[src/rtl/imem_load_arbiter_if.sv]
// ---------------------------------------------------------------------------
// imem_load_arbiter_if
// Bundles the three buses that meet at the instruction-memory arbiter:
//   fetch_* : core fetch path (byte PC in, grant/response out)
//   ld_*    : boot/debug program loader (session control + word stream)
//   mem_*   : single-port synchronous IMEM (1-cycle read latency)
// Modports:
//   slave  : the arbiter itself
//   master : the surrounding logic (core, loader, IMEM) or a testbench
// ---------------------------------------------------------------------------
interface imem_load_arbiter_if #(
    parameter int ADDR_W = 10,
    parameter int DATA_W = 32
);
    logic              fetch_req;
    logic [31:0]       fetch_addr;
    logic              fetch_gnt;
    logic              fetch_rvalid;
    logic [DATA_W-1:0] fetch_rdata;
    logic              fetch_err;
    logic              core_stall;

    logic              ld_start;
    logic [ADDR_W-1:0] ld_base;
    logic [ADDR_W:0]   ld_count;
    logic              ld_valid;
    logic [DATA_W-1:0] ld_data;
    logic              ld_ready;
    logic              ld_busy;
    logic              ld_done;

    logic              mem_en;
    logic              mem_we;
    logic [ADDR_W-1:0] mem_addr;
    logic [DATA_W-1:0] mem_wdata;
    logic [DATA_W-1:0] mem_rdata;

    modport slave (
        input  fetch_req, fetch_addr,
        output fetch_gnt, fetch_rvalid, fetch_rdata, fetch_err, core_stall,
        input  ld_start, ld_base, ld_count, ld_valid, ld_data,
        output ld_ready, ld_busy, ld_done,
        output mem_en, mem_we, mem_addr, mem_wdata,
        input  mem_rdata
    );

    modport master (
        output fetch_req, fetch_addr,
        input  fetch_gnt, fetch_rvalid, fetch_rdata, fetch_err, core_stall,
        output ld_start, ld_base, ld_count, ld_valid, ld_data,
        input  ld_ready, ld_busy, ld_done,
        input  mem_en, mem_we, mem_addr, mem_wdata,
        output mem_rdata
    );
endinterface

[src/rtl/imem_load_arbiter.sv]
// ---------------------------------------------------------------------------
// imem_load_arbiter
// Owns the single IMEM port and shares it between core instruction fetches
// (reads) and a program loader (writes). The loader has priority: while a
// load session runs, fetches are held off and the core is stalled.
//
// Ports:
//   clk  : system clock, rising edge
//   rst  : synchronous active-high reset
//   bus  : imem_load_arbiter_if.slave (fetch_*, ld_*, mem_* groups)
//
// State table:
//   IDLE | fetches granted; ld_start opens a session
//   LOAD | loader words written to IMEM; fetches held off
// ---------------------------------------------------------------------------
module imem_load_arbiter #(
    parameter int ADDR_W = 10,
    parameter int DATA_W = 32
) (
    input  logic                   clk,
    input  logic                   rst,
    imem_load_arbiter_if.slave     bus
);

    typedef enum logic {IDLE = 1'b0, LOAD = 1'b1} state_t;

    state_t            state_q, state_d;
    logic [ADDR_W-1:0] base_q, base_d;
    logic [ADDR_W-1:0] index_q, index_d;
    logic [ADDR_W:0]   remaining_q, remaining_d;
    logic              rvalid_q, rvalid_d;
    logic              err_q, err_d;
    logic              done_q, done_d;

    logic              fetch_gnt;
    logic              ld_ready;
    logic              mem_en;
    logic              mem_we;
    logic [ADDR_W-1:0] mem_addr;
    logic [DATA_W-1:0] mem_wdata;

    logic [ADDR_W-1:0] fetch_waddr;
    logic              addr_err;

    assign fetch_waddr = bus.fetch_addr[ADDR_W+1:2];
    // Anything above the IMEM byte range, or not word aligned, is an error.
    assign addr_err = (bus.fetch_addr[1:0] != 2'b00) ||
                      ((bus.fetch_addr >> (ADDR_W + 2)) != 32'd0);

    always_comb begin
        state_d     = state_q;
        base_d      = base_q;
        index_d     = index_q;
        remaining_d = remaining_q;
        rvalid_d    = 1'b0;
        err_d       = 1'b0;
        done_d      = 1'b0;
        fetch_gnt   = 1'b0;
        ld_ready    = 1'b0;
        mem_en      = 1'b0;
        mem_we      = 1'b0;
        mem_addr    = fetch_waddr;
        mem_wdata   = '0;

        // Combinational port outputs are held quiet during reset so a
        // session aborted mid-beat cannot issue a stray write.
        if (!rst) begin
            case (state_q)
                IDLE: begin
                    if (bus.ld_start) begin
                        if (bus.ld_count == '0) begin
                            done_d = 1'b1;
                        end else begin
                            base_d      = bus.ld_base;
                            index_d     = '0;
                            remaining_d = bus.ld_count;
                            state_d     = LOAD;
                        end
                    end else if (bus.fetch_req) begin
                        // Bad addresses are still granted so the core gets
                        // an error response instead of stalling forever.
                        fetch_gnt = 1'b1;
                        mem_en    = ~addr_err;
                        rvalid_d  = 1'b1;
                        err_d     = addr_err;
                    end
                end
                LOAD: begin
                    ld_ready  = 1'b1;
                    mem_addr  = base_q + index_q;
                    mem_wdata = bus.ld_data;
                    if (bus.ld_valid) begin
                        mem_en      = 1'b1;
                        mem_we      = 1'b1;
                        index_d     = index_q + ADDR_W'(1);
                        remaining_d = remaining_q - (ADDR_W+1)'(1);
                        if (remaining_q == (ADDR_W+1)'(1)) begin
                            state_d = IDLE;
                            done_d  = 1'b1;
                        end
                    end
                end
                default: state_d = IDLE;
            endcase
        end
    end

    always_ff @(posedge clk) begin
        if (rst) begin
            state_q     <= IDLE;
            base_q      <= '0;
            index_q     <= '0;
            remaining_q <= '0;
            rvalid_q    <= 1'b0;
            err_q       <= 1'b0;
            done_q      <= 1'b0;
        end else begin
            state_q     <= state_d;
            base_q      <= base_d;
            index_q     <= index_d;
            remaining_q <= remaining_d;
            rvalid_q    <= rvalid_d;
            err_q       <= err_d;
            done_q      <= done_d;
        end
    end

    // IMEM data arrives one cycle after the grant, so the response word is
    // steered straight from mem_rdata rather than re-registered.
    assign bus.fetch_rdata  = (rvalid_q && !err_q) ? bus.mem_rdata : '0;
    assign bus.fetch_rvalid = rvalid_q;
    assign bus.fetch_err    = err_q;
    assign bus.fetch_gnt    = fetch_gnt;
    assign bus.core_stall   = bus.fetch_req & ~fetch_gnt;
    assign bus.ld_ready     = ld_ready;
    assign bus.ld_busy      = (state_q == LOAD);
    assign bus.ld_done      = done_q;
    assign bus.mem_en       = mem_en;
    assign bus.mem_we       = mem_we;
    assign bus.mem_addr     = mem_addr;
    assign bus.mem_wdata    = mem_wdata;

endmodule
[src/flat_wrapper.sv]
// flat-port wrapper written by rule: the top's interface ports become plain ports
module imem_load_arbiter_flat 
#(
    parameter int ADDR_W = 10,
    parameter int DATA_W = 32
)
  (clk, rst, bus_fetch_req, bus_fetch_addr, bus_fetch_gnt, bus_fetch_rvalid, bus_fetch_rdata, bus_fetch_err, bus_core_stall, bus_ld_start, bus_ld_base, bus_ld_count, bus_ld_valid, bus_ld_data, bus_ld_ready, bus_ld_busy, bus_ld_done, bus_mem_en, bus_mem_we, bus_mem_addr, bus_mem_wdata, bus_mem_rdata);
  imem_load_arbiter_if #(.ADDR_W(ADDR_W), .DATA_W(DATA_W)) bus_i ();
  input  logic clk;
  input  logic rst;
  input wire logic [$bits(bus_i.fetch_req)-1:0] bus_fetch_req;
  input wire logic [$bits(bus_i.fetch_addr)-1:0] bus_fetch_addr;
  output wire logic [$bits(bus_i.fetch_gnt)-1:0] bus_fetch_gnt;
  output wire logic [$bits(bus_i.fetch_rvalid)-1:0] bus_fetch_rvalid;
  output wire logic [$bits(bus_i.fetch_rdata)-1:0] bus_fetch_rdata;
  output wire logic [$bits(bus_i.fetch_err)-1:0] bus_fetch_err;
  output wire logic [$bits(bus_i.core_stall)-1:0] bus_core_stall;
  input wire logic [$bits(bus_i.ld_start)-1:0] bus_ld_start;
  input wire logic [$bits(bus_i.ld_base)-1:0] bus_ld_base;
  input wire logic [$bits(bus_i.ld_count)-1:0] bus_ld_count;
  input wire logic [$bits(bus_i.ld_valid)-1:0] bus_ld_valid;
  input wire logic [$bits(bus_i.ld_data)-1:0] bus_ld_data;
  output wire logic [$bits(bus_i.ld_ready)-1:0] bus_ld_ready;
  output wire logic [$bits(bus_i.ld_busy)-1:0] bus_ld_busy;
  output wire logic [$bits(bus_i.ld_done)-1:0] bus_ld_done;
  output wire logic [$bits(bus_i.mem_en)-1:0] bus_mem_en;
  output wire logic [$bits(bus_i.mem_we)-1:0] bus_mem_we;
  output wire logic [$bits(bus_i.mem_addr)-1:0] bus_mem_addr;
  output wire logic [$bits(bus_i.mem_wdata)-1:0] bus_mem_wdata;
  input wire logic [$bits(bus_i.mem_rdata)-1:0] bus_mem_rdata;
  assign bus_i.fetch_req = bus_fetch_req;
  assign bus_i.fetch_addr = bus_fetch_addr;
  assign bus_fetch_gnt = bus_i.fetch_gnt;
  assign bus_fetch_rvalid = bus_i.fetch_rvalid;
  assign bus_fetch_rdata = bus_i.fetch_rdata;
  assign bus_fetch_err = bus_i.fetch_err;
  assign bus_core_stall = bus_i.core_stall;
  assign bus_i.ld_start = bus_ld_start;
  assign bus_i.ld_base = bus_ld_base;
  assign bus_i.ld_count = bus_ld_count;
  assign bus_i.ld_valid = bus_ld_valid;
  assign bus_i.ld_data = bus_ld_data;
  assign bus_ld_ready = bus_i.ld_ready;
  assign bus_ld_busy = bus_i.ld_busy;
  assign bus_ld_done = bus_i.ld_done;
  assign bus_mem_en = bus_i.mem_en;
  assign bus_mem_we = bus_i.mem_we;
  assign bus_mem_addr = bus_i.mem_addr;
  assign bus_mem_wdata = bus_i.mem_wdata;
  assign bus_i.mem_rdata = bus_mem_rdata;
  imem_load_arbiter #(.ADDR_W(ADDR_W), .DATA_W(DATA_W)) u_core (.clk(clk), .rst(rst), .bus(bus_i));
endmodule
[config.mk]
export PLATFORM = sky130hd
export DESIGN_NAME = imem_load_arbiter_flat
export DESIGN_NICKNAME = d
export VERILOG_FILES = /design/src/rtl/imem_load_arbiter_if.sv /design/src/rtl/imem_load_arbiter.sv /design/src/flat_wrapper.sv
export SDC_FILE = /design/constraint.sdc
export NUM_CORES = 1
export LEC_CHECK = 0
export BUFFER_PORTS_ARGS = -buffer_cell sky130_fd_sc_hd__clkbuf_2
export CELL_PAD_IN_SITES_DETAIL_PLACEMENT = 1
export CELL_PAD_IN_SITES_GLOBAL_PLACEMENT = 1
export CORE_MARGIN = 1
export CORE_UTILIZATION = 24
export CTS_CLUSTER_DIAMETER = 150
export DETAILED_ROUTE_END_ITERATION = 6
export PLACE_DENSITY_LB_ADDON = 0.1
export SYNTH_ARGS = -nofsm -noshare
export SYNTH_HDL_FRONTEND = slang
export SYNTH_SLANG_ARGS = --single-unit
[constraint.sdc]
create_clock -name clk -period 2.1 [get_ports clk]
set_clock_uncertainty 0.05 [all_clocks]
set_input_delay 0.21 -clock clk [delete_from_list [all_inputs] [get_ports clk]]
set_output_delay 0.21 -clock clk [all_outputs]
set_load 0.03 [all_outputs]
* After elaboration in Yosys (flattened, before gate mapping)
Cells that the tools add are included.
** Operators by class
- Add/sub/neg operators :: 3
- Reductions and logical operators :: 9
- Mux-type cells :: 36
- Bitwise logic cells :: 6
- Eq/ne operators :: 4
** Operators by type and width (count)
- two-way mux 32 bit :: 3
- two-way mux 10 bit :: 5
- two-way mux 11 bit :: 3
- nonzero test 32 bit :: 1
- case mux 11 bit (2 select lines) :: 1
- two-way mux 1 bit :: 20
- case mux 10 bit (2 select lines) :: 1
- equality test 11 x 1 -> 1 bit, second input constant :: 1
- zero test 11 bit :: 1
- subtractor 11 x 1 -> 11 bit, second input constant :: 1
- adder 10 x 1 -> 10 bit, second input constant :: 1
- adder 10 bit :: 1
- != test 2 bit, second input constant :: 3
- case mux 1 bit (2 select lines) :: 3
- AND reduction 3 bit :: 2
- inverter 1 bit :: 5
- OR reduction 4 bit :: 1
- nonzero test 2 bit :: 1
- bitwise AND 1 bit :: 1
- logical AND 1 bit :: 1
- zero test 1 bit :: 1
- logical OR 1 bit :: 1
** Word-level totals
- Flip-flop bits (word level) :: 35
- Word-level logic and storage cells :: 65
- Output and inout port bits :: 83

* Logic depth before layout (Yosys ltp)
Gate-level depths: netlist of the first run.
- Word-level depth :: 7
- Gate-level depth with buffers :: 8
- Depth with buffers taken out :: 7

* Worst setup path after synthesis of the first run
No wires, ideal clock.
- Kind :: register to output
- Start point :: register u_core.index_q[0]
- End point :: output bus_mem_addr[8]
- Slack :: -542 ps
- Buffers on the path :: 0
- Data arrival time :: 2382 ps
- Data required time :: 1840 ps
- Cell stages (with the launch flop) :: 8
- Cell sequence :: dfxtp_1 > ha_1 > fa_1 > a211oi_1 > o21ai_0 > a31oi_1 > xor2_1 > o21ai_0
** On the way
- Cells in the longest elaborated chain, start to end :: 3
** Ends and longest elaborated chain
- from (decl) :: RTL line imem_load_arbiter.sv:29 : logic [ADDR_W-1:0] index_q, index_d;
- from (signal assigned) :: RTL line imem_load_arbiter.sv:120 : index_q <= index_d;
- adder 10 bit :: RTL line imem_load_arbiter.sv:90 : mem_addr = base_q + index_q;
- two-way mux 10 bit :: RTL line imem_load_arbiter.sv:68 : case (state_q)
- two-way mux 10 bit :: RTL line imem_load_arbiter.sv:67 : if (!rst) begin
- to (decl) :: RTL line flat_wrapper.sv:28 : output wire logic [$bits(bus_i.mem_addr)-1:0] bus_mem_addr;
Every way passes these cells.

* Final worst setup path of the first run
- Start point :: register u_core.base_q[0]
- End point :: output bus_mem_addr[8]
** On the way
- Cells in the longest elaborated chain, start to end :: 3
** Ends and longest elaborated chain
- from (decl) :: RTL line imem_load_arbiter.sv:28 : logic [ADDR_W-1:0] base_q, base_d;
- from (signal assigned) :: RTL line imem_load_arbiter.sv:119 : base_q <= base_d;
- adder 10 bit :: RTL line imem_load_arbiter.sv:90
- two-way mux 10 bit :: RTL line imem_load_arbiter.sv:68
- two-way mux 10 bit :: RTL line imem_load_arbiter.sv:67
Every way passes these cells.

==> results of run 1 <==
[worst max path at each step]
stage	from	depth (start not counted)	slack, ps	to
after detailed placement	u_core.index_q[0]$_SDFFE_PP0P_	8	-110	bus_mem_addr[8]
after floorplan	u_core.index_q[0]$_SDFFE_PP0P_	7	-160	bus_mem_addr[8]
after global placement	u_core.index_q[0]$_SDFFE_PP0P_	8	-80	bus_mem_addr[8]
after CTS	u_core.base_q[0]$_SDFFE_PP0P_	8	-340	bus_mem_addr[8]
after global routing	u_core.base_q[0]$_SDFFE_PP0P_	8	-370	bus_mem_addr[8]
final	u_core.base_q[0]$_SDFFE_PP0P_	8	-260	bus_mem_addr[8]
[metrics by stage]
stage	total power, mW	setup slack [ps]	instance area (µm²)	hold slack [ps]
after CTS	2.19	-343	4290	119
after floorplan	1.15	-156	2770	307
after detailed placement	1.41	-114	4020	412
after global routing	2.29	-372	4310	148
final	2.15	-264	4310	118
after global placement	1.40	-84.9	4020	402
[flip-flops by register name, summed over array words and instances, names as in the netlist]
signal,cells
u_core.index_q,10
u_core.bus.ld_busy,1
u_core.bus.ld_done,1
u_core.bus.fetch_err,1
u_core.base_q,10
u_core.remaining_q,11
u_core.bus.fetch_rvalid,1
[cells in the mapped netlist, drive strengths merged (7+ instances only)]
cell / count / area (µm²)
a21oi: 18 / 90.1
nor4: 9 / 86.3
ha: 12 / 150
mux2i: 12 / 120
nor2b: 12 / 75.1
nor2: 30 / 115
dfxtp: 35 / 701
clkbuf: 13 / 48.8
buf: 8 / 48.8
xor2: 10 / 87.6
o21ai: 30 / 150
and2: 69 / 432
inv: 11 / 41.3
nand2: 25 / 93.8
nor3: 7 / 35.0
[final cells by class]
type | instances | area, µm² | area share
multi-input combinational | 295 | 2000 | 0.465
timing repair buffer | 227 | 1240 | 0.288
sequential | 35 | 707 | 0.164
tap | 140 | 175 | 0.0407
clock buffer | 6 | 139 | 0.0322
inverter | 11 | 41.3 | 0.00958
clock inverter | 1 | 5.00 | 0.00116
[kinds of logic (layout without fill, tap and decap cells)]
kind of cell	after synthesis	in the layout
mux	13	13
fa+ha+maj	13	13
xor+xnor	14	14
flops	35	35
simple gates	175	175
compound gates	80	80
buf+inv	32	245
[worst min-delay path, stage by stage]
cell and delay [ps]:
clkbuf_2 80, mux2i_1 60, nor2_1 70
[routing by layer]
layer	up-vias	share of wire	GRT usage
met5	-	0	0
met4	0	0.0054	0.0347
met3	4	0.046	0.0299
met2	86	0.54	0.311
met1	1474	0.41	0.185
li1	1669	-	-
[power by group through the flow]
stage | clock network [mW] | logic (mW) | registers [mW]
5_1_grt | 0.801 | 0.748 | 0.745
3_3_place_gp | 0 | 0.652 | 0.748
4_1_cts | 0.768 | 0.683 | 0.739
2_1_floorplan | 0 | 0.406 | 0.746
6_report | 0.736 | 0.678 | 0.739
3_5_place_dp | 0 | 0.661 | 0.750
[timing repair]
item                       CTS  global route
gates cloned                 0             0
gates resized for setup     26            12
setup endpoints to repair    7            39
buffers inserted             3             1
pin swaps                   20            16
==> reports/qor.txt, run 1 <==
Status - finished, violations left
Failing checks - negative setup slack
Core area - 11,000 µm²
HPWL Detailed - 7.92 mm
Lkg Pwr - 2.20 nW
Fmax - 423 MHz
Share of layout cells above drive strength 1 - 0.450
Worst reg2reg path endpoint - u_core.index_q[9]$_SDFFE_PP0P_
Die W - 109 µm
Hold Path Sink - u_core.base_q[5]$_SDFFE_PP0P_
WHS Path Cells - 3
GRT Total Usage - 0.162
Fin worst setup slack - -264 ps
Library cells used by synthesis - 47
Routed len/inst - 13.6 µm
Antenna viol nets, final - 0
Maximum vdd ir drop - 0.000263 V
CTS sink cnt - 35
Count of non-filler cells in the finished layout - 715
Yosys warns - 0
Vias in the first global route - 3,218
Fin crit share - 1.13
Comb pwr share - 0.315
RSZ-0062 raised after global routing - true
Mean post-synth cell area - 7.57 µm²
Root Driver - clkbuf_16
Synthesized flop and latch total - 35
Synth Area in Adders - 0.0621
Most frequent cells in the layout - 196 x clkbuf_2, 69 x and2_1, 30 x dfxtp_1
Final Hold Fails - 0
Largest net degree at the start of global routing - 33
Total CTS buffers - 5
FF-to-FF setup slack - 330 ps
Largest stage delay on the critical path - 370 ps
Area added between synthesis and finish - 57.2%
H-tree lvl count - 2
Drt total wl - 9.69 mm
Die footprint - 11,800 µm²
Psw - 0.699 mW
Post-synth EDFFs - 0
Fin. max-slew vios - 0
WP buf/inv - 1
Pwr/cell area - 500 nW/µm²
Setup CP Type - reg2out
Die Height - 109 µm
Final min period - 2360 ps
Post-Synth XOR/XNOR Area - 0.0447
Main combinational cell family by area after synthesis - simple AND/OR/NAND/NOR gates
Initial Utilization - 0.249
Clock tree buffer depth - 2
Multiplexer share of the synthesized area - 0.0479
Power share of the clock group - 0.342
Slew headroom - 0.673
Max Fanout on Critical Path - 3
Register area share after synthesis - 0.256
Final #Nets - 710
Asr flop ratio synth - 0
Worst path slowest cell - fa_2
DR DRC count - 0
Arr. time, crit path - 2100 ps
Via count - 3,233
Via density - 4.52
Compound-Gate Fraction of Synth Area - 0.180
Crit-path most repeated cell - o21ai_1
Internal - 1.45 mW
CP cell instances - ha_4 > fa_2 > a211oi_4 > o21ai_1 > a31oi_1 > xor2_1 > o21ai_1 > buf_4
Initial antenna violation count - 0
1st-iter DRT viols - 54
Drt pass-1 iters - 4
Commonest non-fill, non-tap cell in the layout - clkbuf_2
Filler cells - 1,418
Grt ovf - 0
Reg clk slew, reported paths - 60 ps
Sw Ratio - 0.325
Syn_nets - 497
Worst r2r src - u_core.bus.ld_busy$_SDFF_PP0_
Fin util - 0.392
Crit-path leading delay family - compound AO/OA/AOI/OAI gates
Hold-fix buffers at CTS - 0
FF-to-FF path depth - 4
Row count - 38
GP Congestion - 0.763
Diodes inserted - 0
Main synth FF type - dfxtp_1
Placed insts - 705
First-pass GRT wire length - 15.3 mm
Synth Cell Area - 2740 µm²
Ports - 205
Setup TNS - -1160 ps
CTS tree - done
Sequential power share - 0.343
Skew-Pair Late Insertion Delay - 280 ps
Total of max-cap violations - 0
Endpoints failing setup - 6
Endpoint class of the critical path - primary output
Mapped Cells - 362
Critical path startpoint category - register
Crit path required time - 1840 ps
Synth Area in Simple Gates - 0.358
Min-delay src - bus_ld_base[5]
I/O Buffers - 204
Class of the worst hold path - in2reg
Slew at the pin with the worst max-slew slack - 486 ps
No activity file was read; power rests on OpenSTA's default activity.
==> inputs of run 2 (changes only) <==
Settings changed: BUFFER_PORTS_ARGS -buffer_cell sky130_fd_sc_hd__clkbuf_2 to default, CORE_UTILIZATION 24 to 38, DONT_BUFFER_PORTS from default to 1.
==> reports/qor.txt, run 2 (synthesis results as in run 1) <==
Final #Nets - 581 (was 710)
Skew-Pair Late Insertion Delay - 290 ps (was 280 ps)
Total CTS buffers - 5 (unchanged)
Fmax - 416 MHz (was 423 MHz)
GRT Total Usage - 0.259 (was 0.162)
Arr. time, crit path - 2140 ps (was 2100 ps)
Sequential Area - 716 µm² (was 707 µm²)
Endpoint class of the critical path - primary output (unchanged)
CTS sink cnt - 35 (unchanged)
Clock tree buffer depth - 2 (unchanged)
Die W - 86.9 µm (was 109 µm)
Root Driver - clkbuf_8 (was clkbuf_16)
Maximum vdd ir drop - 0.000240 V (was 0.000263 V)
Final Hold Fails - 0 (unchanged)
Share of layout cells above drive strength 1 - 0.304 (was 0.450)
GRT met2 Usage - 0.477 (was 0.311)
GP Congestion - 0.925 (was 0.763)
Fin util - 0.554 (was 0.392)
Class of the worst hold path - in2reg (unchanged)
Final min period - 2400 ps (was 2360 ps)
RSZ-0062 raised after global routing - true (unchanged)
Hold Path Sink - u_core.base_q[1]$_SDFFE_PP0P_ (was u_core.base_q[5]$_SDFFE_PP0P_)
HPWL Detailed - 7.93 mm (was 7.92 mm)
Biggest register - u_core.remaining_q (unchanged)
Min-delay src - bus_ld_base[1] (was bus_ld_base[5])
Worst r2r src - u_core.remaining_q[2]$_SDFFE_PP0P_ (was u_core.bus.ld_busy$_SDFF_PP0_)
Status - finished, violations left (unchanged)
Failing checks - negative setup slack (unchanged)
CTS tree - done (unchanged)
Initial Utilization - 0.399 (was 0.249)
Grt ovf - 0 (unchanged)
Reg clk slew, reported paths - 80 ps (was 60 ps)
FF-to-FF path depth - 5 (was 4)
WHS Path Cells - 2 (was 3)
Drt pass-1 iters - 4 (unchanged)
Area of the multi-input gates - 2050 µm² (was 2000 µm²)
Most frequent cells in the layout - 92 x buf_4, 69 x and2_1, 29 x nor2_1 (was 196 x clkbuf_2, 69 x and2_1, 30 x dfxtp_1)
Via density - 5.38 (was 4.52)
Die footprint - 7550 µm² (was 11,800 µm²)
Routed len/inst - 18.4 µm (was 13.6 µm)
Crit path required time - 1840 ps (about the same)
Setup CP Type - reg2out (unchanged)
PnR Total Power - 1.86 mW (was 2.15 mW)
Initial antenna violation count - 1 (was 0)
Worst reg2reg path endpoint - u_core.remaining_q[10]$_SDFFE_PP0P_ (was u_core.index_q[9]$_SDFFE_PP0P_)
I/O Buffers - 0 (was 204)
1st-iter DRT viols - 88 (was 54)
Fin. max-slew vios - 0 (unchanged)
Lkg Pwr - 1.68 nW (was 2.20 nW)
GR peak layer - met2 (unchanged)
FF-to-FF setup slack - 370 ps (was 330 ps)
Fin crit share - 1.14 (was 1.13)
Pwr/cell area - 490 nW/µm² (was 500 nW/µm²)
Ports - 205 (unchanged)
Antenna viol nets, final - 0 (unchanged)
Slew at the pin with the worst max-slew slack - 1030 ps (was 486 ps)
Total of max-cap violations - 0 (unchanged)
M3 GR Usage - 0.0664 (was 0.0299)
Fin worst setup slack - -304 ps (was -264 ps)
Critical path startpoint category - register (unchanged)
Largest register FFs - 11 (unchanged)
Core area - 6870 µm² (was 11,000 µm²)
Largest regs - u_core.remaining_q x11, u_core.base_q x10, u_core.index_q x10 (unchanged)
Via count - 2,922 (was 3,233)
Filler cells - 866 (was 1,418)
First-pass GRT wire length - 14.8 mm (was 15.3 mm)
Slew headroom - 0.314 (was 0.673)
Max Fanout on Critical Path - 3 (unchanged)
Area added between synthesis and finish - 38.8% (was 57.2%)
Placed insts - 530 (was 705)
Vias in the first global route - 2,875 (was 3,218)
Row count - 30 (was 38)
Endpoints failing setup - 7 (was 6)
Diodes inserted - 0 (unchanged)
H-tree lvl count - 2 (unchanged)
Largest net degree at the start of global routing - 33 (unchanged)
DR DRC count - 0 (unchanged)
Met1 GRT Util - 0.299 (was 0.185)
Setup TNS - -1310 ps (was -1160 ps)
Drt total wl - 10.0 mm (was 9.69 mm)
Die Height - 86.9 µm (was 109 µm)
Count of non-filler cells in the finished layout - 543 (was 715)
Commonest non-fill, non-tap cell in the layout - buf_4 (was clkbuf_2)
Final Hold Slack - 14.9 ps (was 118 ps)
[run 2: cell types whose count changed in the layout (fill, tap and decap cells not counted), sizes merged]
cell and change:
clkbuf -198, buf +66, clkinvlp +2, clkinv +1, dlygate4sd3 +1, dlymetal6s4s +1
inv -1
[run 2: how the worst max path moves through the flow]
| stage | endpoint | slack (ps) | start |
|---|---|---|---|
| CTS | bus_mem_addr[8] | -340 | u_core.base_q[0]$_SDFFE_PP0P_ |
| detailed placement | bus_mem_addr[8] | -70 | u_core.index_q[0]$_SDFFE_PP0P_ |
| finish | bus_mem_addr[6] | -300 | u_core.base_q[0]$_SDFFE_PP0P_ |
| floorplan | bus_mem_addr[8] | -160 | u_core.index_q[0]$_SDFFE_PP0P_ |
| global route | bus_mem_addr[6] | -400 | u_core.base_q[0]$_SDFFE_PP0P_ |
| global placement | bus_mem_addr[8] | -8 | u_core.index_q[0]$_SDFFE_PP0P_ |
[run 2: where the power goes]
| part | internal [mW] | leakage (nW) | switching [mW] |
|---|---|---|---|
| clock | 0.237 | 0.0443 | 0.281 |
| sequential | 0.700 | 0.290 | 0.0408 |
| combinational | 0.238 | 1.35 | 0.365 |
| total | 1.17 | 1.68 | 0.687 |
[run 2: per-layer routing]
metal  routed length (µm)  vias to the layer above
met2                 4980                      144
li1                     -                     1413
met4                   99                        2
met3                  797                       11
met5                   13                        -
met1                 4120                     1352
[run 2: metrics by stage]
step                      cell area, µm²  setup slack, ps
after floorplan                     2770             -156
after global placement              3510            -7.56
after detailed placement            3510            -69.1
after CTS                           3770             -342
after global routing                3800             -398
final                               3800             -304
[run 2: repair_timing]
action,in CTS,in global routing
buffers inserted,4,1
hold buffers,2,0
pin swaps,20,13
hold endpoints to repair,24,0
endpoints found under the setup margin,6,16
resized for setup,29,9
[run 2: worst max-delay path, stage by stage (launching register included)]
cell      delay [ps]
dfxtp_2          340
ha_4             170
fa_2             370
a211oi_4         250
o21bai_1          90
a21oi_1          180
xor2_1           230
o21ai_2           90
buf_6            140
[run 2: layout make-up]
type / count / area share
repair buffers: 98 / 0.204
clock inverters: 3 / 0.00658
inverters: 11 / 0.0118
flip-flops and latches: 35 / 0.188
well taps: 96 / 0.0316
multi-input cells: 295 / 0.540
clock buffers: 5 / 0.0181
==> inputs of run 3 (changes only) <==
Settings changed: CORE_UTILIZATION 38 to 30.
==> reports/qor.txt, run 3 (synthesis results as in run 1) <==
Status - finished, violations left (unchanged)
Failing checks - negative setup slack (unchanged)
Final Hold Fails - 0 (unchanged)
Via density - 5.14 (was 5.38)
Slew at the pin with the worst max-slew slack - 1050 ps (was 1030 ps)
Fin. max-slew vios - 0 (unchanged)
Critical path startpoint category - register (unchanged)
Area after DPL - 3510 µm² (about the same)
M3 GR Usage - 0.0453 (was 0.0664)
Clock tree buffer depth - 2 (unchanged)
Diodes inserted - 0 (unchanged)
WHS Path Cells - 2 (unchanged)
Pwr/cell area - 515 nW/µm² (was 490 nW/µm²)
Reg clk slew, reported paths - 70 ps (was 80 ps)
Fin area - 3810 µm² (was 3800 µm²)
Area added between synthesis and finish - 39.2% (was 38.8%)
Psw - 0.645 mW (was 0.687 mW)
Sequential power share - 0.376 (was 0.398)
Met1 GRT Util - 0.225 (was 0.299)
FF-to-FF setup slack - 310 ps (was 370 ps)
Largest register FFs - 11 (unchanged)
First-pass GRT wire length - 14.4 mm (was 14.8 mm)
Slew headroom - 0.297 (was 0.314)
GR peak layer - met2 (unchanged)
Worst Setup SP - u_core.index_q[0]$_SDFFE_PP0P_ (was u_core.base_q[0]$_SDFFE_PP0P_)
CP cell instances - ha_4 > fa_2 > a211oi_4 > o21ai_1 > a31oi_1 > xor2_1 > o21ai_1 > buf_4 (was ha_4 > fa_2 > a211oi_4 > o21bai_1 > a21oi_1 > xor2_1 > o21ai_2 > buf_6)
Fmax - 425 MHz (was 416 MHz)
Filler cells - 1,068 (was 866)
Sw Ratio - 0.329 (was 0.369)
Antenna viol nets, final - 0 (unchanged)
Class of the worst hold path - in2reg (unchanged)
Min-delay src - bus_ld_base[9] (was bus_ld_base[1])
Vias in the first global route - 2,783 (was 2,875)
Biggest register - u_core.remaining_q (unchanged)
Root Driver - clkbuf_8 (unchanged)
Crit-path most repeated cell - o21ai_1
Sequential Area - 716 µm² (unchanged)
1st-iter DRT viols - 38 (was 88)
Setup CP Type - reg2out (unchanged)
Final min period - 2350 ps (was 2400 ps)
Largest regs - u_core.remaining_q x11, u_core.base_q x10, u_core.index_q x10 (unchanged)
Maximum vdd ir drop - 0.000194 V (was 0.000240 V)
Die W - 97.6 µm (was 86.9 µm)
Drt pass-1 iters - 4 (unchanged)
Largest net degree at the start of global routing - 33 (unchanged)
Total CTS buffers - 5 (unchanged)
Worst reg2reg path endpoint - u_core.index_q[9]$_SDFFE_PP0P_ (was u_core.remaining_q[10]$_SDFFE_PP0P_)
Commonest non-fill, non-tap cell in the layout - buf_4 (unchanged)
Final #Nets - 581 (unchanged)
Initial Utilization - 0.313 (was 0.399)
Skew-Pair Late Insertion Delay - 290 ps (about the same)
Drt total wl - 9.19 mm (was 10.0 mm)
I/O Buffers - 0 (unchanged)
Placed insts - 543 (was 530)
Arr. time, crit path - 2090 ps (was 2140 ps)
Largest stage delay on the critical path - 360 ps (was 370 ps)
Endpoints failing setup - 6 (was 7)
Worst path slowest cell - fa_2 (unchanged)
Ports - 205 (unchanged)
Share of layout cells above drive strength 1 - 0.313 (was 0.304)
Grt ovf - 0 (unchanged)
GP Congestion - 0.798 (was 0.925)
Endpoint class of the critical path - primary output (unchanged)
Comb pwr share - 0.301 (was 0.324)
HPWL Detailed - 7.43 mm (was 7.93 mm)
Total of max-cap violations - 0 (unchanged)
Initial antenna violation count - 0 (was 1)
Internal - 1.32 mW (was 1.17 mW)
Most frequent cells in the layout - 94 x buf_4, 69 x and2_1, 29 x nor2_1 (was 92 x buf_4, 69 x and2_1, 29 x nor2_1)
Routed len/inst - 16.6 µm (was 18.4 µm)
Fin worst setup slack - -253 ps (was -304 ps)
Row count - 34 (was 30)
Worst r2r src - u_core.bus.ld_busy$_SDFF_PP0_ (was u_core.remaining_q[2]$_SDFFE_PP0P_)
GRT met2 Usage - 0.328 (was 0.477)
Lkg Pwr - 1.70 nW (was 1.68 nW)
CTS sink cnt - 35 (unchanged)
Via count - 2,853 (was 2,922)
Die footprint - 9520 µm² (was 7550 µm²)
Fin crit share - 1.12 (was 1.14)
DR DRC count - 0 (unchanged)
H-tree lvl count - 2 (unchanged)
Core area - 8760 µm² (was 6870 µm²)
Hold Path Sink - u_core.base_q[9]$_SDFFE_PP0P_ (was u_core.base_q[1]$_SDFFE_PP0P_)
GRT Total Usage - 0.187 (was 0.259)
Crit path required time - 1840 ps (about the same)
Final Hold Slack - 17.7 ps (was 14.9 ps)
Count of non-filler cells in the finished layout - 555 (was 543)
RSZ-0062 raised after global routing - true (unchanged)
Fin util - 0.435 (was 0.554)
CTS tree - done (unchanged)
Die Height - 97.6 µm (was 86.9 µm)
FF-to-FF path depth - 5 (unchanged)
Max Fanout on Critical Path - 3 (unchanged)
Area of the multi-input gates - 2040 µm² (was 2050 µm²)
Power share of the clock group - 0.323 (was 0.278)
run 3: cell count changes in the layout (fill, tap and decap cells not counted), sizes merged:
cell	previous run	this run
clkbuf	5	6
clkinvlp	2	0
bufinv	0	1
inv	10	11
clkinv	2	1
run 3: per-stage QoR:
stage	power (mW)	setup WS, ps	TNS, ps
after floorplan	1.15	-156	-157
after CTS	1.98	-328	-1490
after detailed placement	1.32	-67.2	-105
after global placement	1.31	-46.6	-78.9
final	1.96	-253	-883
after global routing	2.07	-425	-1740
run 3: how the worst max path moves through the flow:
stage	to	cells after the start
after CTS	bus_mem_addr[8]	8
after floorplan	bus_mem_addr[8]	7
after global routing	bus_mem_addr[8]	8
after global placement	bus_mem_addr[8]	8
after detailed placement	bus_mem_addr[8]	8
final	bus_mem_addr[8]	8
run 3: power by group through the flow:
| stage | combinational, mW | clock [mW] | sequential [mW] |
|---|---|---|---|
| floorplan | 0.406 | 0 | 0.746 |
| global placement | 0.560 | 0 | 0.748 |
| detailed placement | 0.567 | 0 | 0.750 |
| CTS | 0.590 | 0.653 | 0.737 |
| global route | 0.640 | 0.683 | 0.743 |
| finish | 0.591 | 0.634 | 0.738 |
run 3: repair_timing:
item | in CTS | in global routing
resized for setup | 24 | 13
setup buffers | 0 | 2
endpoints found under the hold margin | 24 | 0
pin swaps | 15 | 11
hold buffers | 2 | 0
setup endpoints to repair | 38 | 35
run 3: area by class of cell:
class,count,area share
Clock buffer,6,0.0217
Clock inverter,2,0.00919
Inverter,11,0.0108
Multi-Input combinational cell,295,0.536
Sequential cell,35,0.188
Tap cell,108,0.0354
Timing Repair Buffer,98,0.199
run 3: worst max-delay path, delay by kind of cell, from the launching register on:
family | cells | cell delay (ps)
AO/OA/AOI/OAI | 4 | 600
flip-flops | 1 | 340
adder cells (fa/ha/maj) | 2 | 520
buffers and inverters | 1 | 170
XOR/XNOR | 1 | 170
run 3: routing by layer:
layer  share of wire  wire (µm)
met1            0.43       3920
met2            0.49       4490
met3           0.069        630
met4           0.016        148
met5               0          0
